`config.mk`:
```
export PLATFORM = sky130hd
export DESIGN_NAME = pipeline_ctrl
export DESIGN_NICKNAME = d
export VERILOG_FILES = /design/src/rtl/pipeline_ctrl.sv
export SDC_FILE = /design/constraint.sdc
export NUM_CORES = 1
export LEC_CHECK = 0
export ABC_AREA = 1
export BUFFER_PORTS_ARGS = -buffer_cell sky130_fd_sc_hd__buf_4
export CAP_MARGIN = 40
export CELL_PAD_IN_SITES_DETAIL_PLACEMENT = 1
export CELL_PAD_IN_SITES_GLOBAL_PLACEMENT = 2
export CORE_MARGIN = 4
export CORE_UTILIZATION = 27
export CTS_BUF_LIST = sky130_fd_sc_hd__clkbuf_2 sky130_fd_sc_hd__clkbuf_4 sky130_fd_sc_hd__clkbuf_8
export DETAILED_ROUTE_END_ITERATION = 8
export PLACE_DENSITY = 0.82
export SETUP_SLACK_MARGIN = 0.05
export SYNTH_ARGS = -nofsm -noshare
export SYNTH_HDL_FRONTEND = slang
export SYNTH_SLANG_ARGS = --single-unit
export TNS_END_PERCENT = 30
```
`constraint.sdc`:
```
create_clock -name clk -period 3.41 [get_ports clk]
set_clock_uncertainty 0.2 [all_clocks]
set_input_delay 1.023 -clock clk [delete_from_list [all_inputs] [get_ports clk]]
set_output_delay 1.023 -clock clk [all_outputs]
set_load 0.02 [all_outputs]
```
`src/rtl/pipeline_ctrl.sv`:
```
// Hazard, flush and nested-interrupt sequencer around the EX stage.
// Drives pipeline enables/flushes, interrupt entry strobes and the priority-level stack.
module pipeline_ctrl #(
  parameter int          NIRQ       = 3,
  parameter logic [31:0] VEC_BASE   = 32'h0000_1000,
  parameter logic [31:0] VEC_STRIDE = 32'h0000_0010
) (
  input  logic            clk,
  input  logic            rst_n,
  input  logic            halt,
  input  logic            ex_memtoreg,
  input  logic [4:0]      ex_dst,
  input  logic [4:0]      id_ra,
  input  logic [4:0]      id_rb,
  input  logic            id_use_ra,
  input  logic            id_use_rb,
  input  logic            jump_rst,
  input  logic            ex_eret,
  input  logic [NIRQ-1:0] irq,
  input  logic            ie,
  output logic            pc_en,
  output logic            ifid_en,
  output logic            ifid_flush,
  output logic            idex_flush,
  output logic            int_enter,
  output logic [31:0]     int_vec,
  output logic [NIRQ-1:0] int_ack,
  output logic            epc_push,
  output logic            epc_pop,
  output logic [1:0]      cur_level,
  output logic [1:0]      depth,
  output logic [15:0]     stall_cnt
);

  // state     | meaning
  // RUN       | normal issue; hazards, redirects and irq acceptance evaluated
  // INT_FLUSH | one-cycle interrupt entry: PC loads int_vec, EPC pushed
  // HALTED    | pipeline frozen until halt drops
  typedef enum logic [1:0] {RUN, INT_FLUSH, HALTED} state_t;

  localparam int IW = (NIRQ > 1) ? $clog2(NIRQ) : 1;

  state_t        state, state_nxt;
  logic [IW-1:0] hi_idx, sel;
  logic          hi_any, lu, redirect, accept, stall;
  logic [1:0]    lvl_stack [NIRQ];

  always_comb begin
    hi_idx = '0;
    hi_any = 1'b0;
    for (int k = 0; k < NIRQ; k++) begin
      if (irq[k]) begin
        hi_idx = IW'(k);
        hi_any = 1'b1;
      end
    end
  end

  assign lu = ex_memtoreg && (ex_dst != 5'd0) &&
              ((id_use_ra && (id_ra == ex_dst)) || (id_use_rb && (id_rb == ex_dst)));
  assign redirect = jump_rst || ex_eret;

  always_comb begin
    state_nxt  = state;
    pc_en      = 1'b1;
    ifid_en    = 1'b1;
    ifid_flush = 1'b0;
    idex_flush = 1'b0;
    int_enter  = 1'b0;
    epc_push   = 1'b0;
    epc_pop    = 1'b0;
    int_ack    = '0;
    accept     = 1'b0;
    stall      = 1'b0;
    case (state)
      RUN: begin
        if (halt) begin
          pc_en      = 1'b0;
          ifid_en    = 1'b0;
          idex_flush = 1'b1;
          state_nxt  = HALTED;
        end else if (redirect) begin
          ifid_flush = 1'b1;
          idex_flush = 1'b1;
          epc_pop    = ex_eret && (depth != 2'd0) && rst_n;
        end else if (lu) begin
          pc_en      = 1'b0;
          ifid_en    = 1'b0;
          idex_flush = 1'b1;
          stall      = 1'b1;
        end else if (ie && hi_any && rst_n &&
                     ((32'(hi_idx) + 32'd1) > 32'(cur_level))) begin
          accept    = 1'b1;
          int_ack   = NIRQ'(1) << hi_idx;
          state_nxt = INT_FLUSH;
        end
      end
      // Entry always completes; a halt arriving now takes effect next cycle.
      INT_FLUSH: begin
        int_enter  = 1'b1;
        epc_push   = 1'b1;
        ifid_flush = 1'b1;
        idex_flush = 1'b1;
        state_nxt  = halt ? HALTED : RUN;
      end
      HALTED: begin
        pc_en      = 1'b0;
        ifid_en    = 1'b0;
        idex_flush = 1'b1;
        if (!halt) state_nxt = RUN;
      end
      default: state_nxt = RUN;
    endcase
  end

  always_ff @(posedge clk or negedge rst_n) begin
    if (!rst_n) begin
      state     <= RUN;
      sel       <= '0;
      int_vec   <= '0;
      cur_level <= '0;
      depth     <= '0;
      stall_cnt <= '0;
      for (int k = 0; k < NIRQ; k++) lvl_stack[k] <= '0;
    end else begin
      state <= state_nxt;
      if (accept) begin
        sel     <= hi_idx;
        int_vec <= VEC_BASE + VEC_STRIDE * 32'(hi_idx);
      end
      if (stall && (stall_cnt != 16'hFFFF)) stall_cnt <= stall_cnt + 16'd1;
      if (state == INT_FLUSH) begin
        lvl_stack[depth] <= cur_level;
        cur_level        <= 2'(sel) + 2'd1;
        depth            <= depth + 2'd1;
      end else if (epc_pop) begin
        cur_level <= lvl_stack[depth - 2'd1];
        depth     <= depth - 2'd1;
      end
    end
  end

endmodule

```
==> qor.csv <==
metric,value,unit
worst hold slack,285,ps
Worst path max stage delay,260,ps
Root Driver,clkbuf_8,
Post-synth ARST share,100,%
reg2reg path depth,9,
Layout Cells excl Fill,508,
Post-DP HPWL,5250,um
Pleak,1.64,nW
remaining global-route overflow,0,
failing checks,setup timing,
clock share of power,21.6,%
met2 layer usage reported by global route,23.0,%
min cycle time layout,3500,ps
busiest grt layer,met2,
Post-Place Setup Slack,-199,ps
Post-CTS Setup Repair Bufs,0,
Synth Area per Inst,7.01,um2
number of remaining DRC errors,0,
Sw Share,41.2,%
drt total wl,6540,um
hold_sp,int_vec[12]$_DFFE_PN0P_,
area of the multi-input gates,0.00133,mm2
"Core Util, Final",36.7,%
post-DR vias/cell,4.34,
# Max-Cap Violations,0,
CP endpoint kind,primary output,
sequential cell area fraction in the yosys report,33.2,%
hold path cells,2,
post-synth cell types,27,
Placed Instances,500,
drt first pass iters,4,
crit path max fanout,4,
final period utilization,103,%
"Slowest-stage cell, CP",ha_4,
cell area after synthesis,0.00233,mm2
number of synthesized flops with an enable pin,0,
r2r startpoint,stall_cnt[0]$_DFFE_PN0P_,
top-area cell type share of the netlist area,33.2,%
row count,33,
"count leader, synth",nand2_1,
CTS Sinks,31,
"most used cell, CP",buf_6,
register bit total from synthesis,31,
CTS tree,done,
vias,2205,
Achievable Freq,286,MHz
share of layout cells above drive strength 1,26.6,%
initial antenna violation count,0,
synth cell count leaders,"nand2_1 (101), inv_1 (37), buf_4 (32)",
total area of sequential cells,776,um2
Power Internal,790,uW
Synth area leaders,"dfrtp_1 (33%), nand2_1 (16%), buf_4 (10%)",
pwr dens,440,mW/mm2
Die ar.,0.0102,mm2
Worst Hold Class,reg2reg,
area added between synthesis and finish,30.6,%
final max-slew violation count,0,
Die Width,101,um
All-Layer GR Usage,13.1,%
Inserted Diodes,0,
biggest area consumer among synthesized cells,dfrtp_1,
CP startpoint kind,primary input,
"Reg clk slew, reported paths",70,ps
Clock Tree Buf Depth,2,
vias in the first global route,2271,
H-tree Lvls,2,
TritonCTS Buffers,5,
Slew @ Worst Pin,643,ps
Final Hold Vio Count,0,
Skew-Pair Late Insertion Delay,280,ps
Fillers,1061,
"antenna viol nets, final",0,
# nets final,439,
Hold EP,int_vec[12]$_DFFE_PN0P_,
global-route wire length before repair,10900,um
Iteration-0 DRC Markers,40,
Core ar.,0.00830,mm2
largest net degree at the start of global routing,32,
Reg-to-Reg End,stall_cnt[3]$_DFFE_PN0P_,
Worst slew margin,56.7,%
Crit. Startpoint,irq[1],
Cells after Synth,333,
unrepaired setup endpoints after global routing,true,
R2R setup slack,1220,ps
Max IR drop VDD,0.256,mV
IO buf count,59,
run status,"finished, violations left",
Worst EP required,2190,ps
crit path cell chain,buf_8 > inv_8 > nand2_8 > ha_4 > inv_2 > o21bai_1 > nand3_1 > inv_1 > nand4_1 > buf_6 > nor2_4 > buf_6,
die height,101,um
met3 usage,3.18,%
Initial Util,28.1,%
crit path DAT,2280,ps
crit path kind,in2out,
Psw,553,uW
PnR Total Power,1.34,mW
PnR worst setup slack,-90.5,ps
power share of the sequential group,36.3,%
post-DR wirelength/cell,12.9,um
io pins,89,
routing usage on met1,16.4,%
Placer Congestion,0.790,
logic gate share of total power,42.1,%
YS warnings,0,
final count of negative-setup-slack endpoints,3,
ys flop type,dfrtp_1,
[power groups by stage]
stage	clock network [mW]	logic, mW	registers [mW]
global route	0.320	0.640	0.499
finish	0.290	0.566	0.487
global placement	0	0.538	0.492
detailed placement	0	0.548	0.494
floorplan	0	0.335	0.518
CTS	0.301	0.562	0.489
[layout make-up]
cell class / count / share of cell area, %
multi-input combinational: 255 / 43.5
sequential: 31 / 25.4
timing repair buffer: 68 / 18.1
inverter: 41 / 5.83
tap: 105 / 4.31
clock buffer: 5 / 2.26
clock inverter: 3 / 0.492
[kinds of logic after synthesis]
family	count (synthesis)	share of synthesized area [%]
adders and majority gates	10	5.36
buffers and inverters	75	17.6
xor gates and xnor gates	13	4.88
and+or+nand+nor	177	33.0
other	1	0.161
AOI/OAI and AO/OA	26	5.84
DFF	31	33.2
[metrics by stage]
step                      cell area, um2  setup TNS, ps
after CTS                           3030           -337
after floorplan                     2520           -336
after global placement              2900           -355
after detailed placement            2900           -556
after global routing                3050           -505
final                               3050           -260
[placed cells by master, fill, tap and decap left out, drive strengths merged, types with 4 or more instances in the layout]
cell and n:
nand2 106, buf 68, ha 10, nand3 29
conb 29, dfrtp 31, inv 41, o21ai 19
xnor2 6, nand4 4, clkbuf 5, nor2 32
a21oi 4, xor2 7
[sequential cells by signal, summed over array words and instances, names as in the netlist]
signal / cells
stall_cnt: 16
lvl_stack: 6
cur_level: 2
depth: 2
int_vec: 2
state: 2
sel: 1
[worst max path at each step]
stage | slack, ps | depth (start not counted) | end
floorplan | -120 | 9 | int_ack[0]
global route | -180 | 12 | int_ack[1]
finish | -90 | 12 | int_ack[1]
CTS | -130 | 12 | int_ack[1]
detailed placement | -200 | 10 | int_ack[0]
global placement | -140 | 10 | int_ack[0]
[worst max-delay path, delay by kind of cell]
kind	cells	cell delay [ps]
adder cells (fa/ha/maj)	1	260
AO/OA/AOI/OAI	1	130
buffers and inverters	6	540
AND/OR/NAND/NOR	4	320
[per-layer routing]
layer / wire, um / part of all wire, %
met5: 0 / 0
met2: 3290 / 50
met3: 316 / 4.8
met1: 2890 / 44
met4: 36 / 0.55
[what timing repair did]
item,CTS,global route
pin swaps,6,5
hold buffers,0,0
resized for setup,12,7
endpoints found under the setup margin,5,6
No activity file was read; power rests on OpenSTA's default activity.
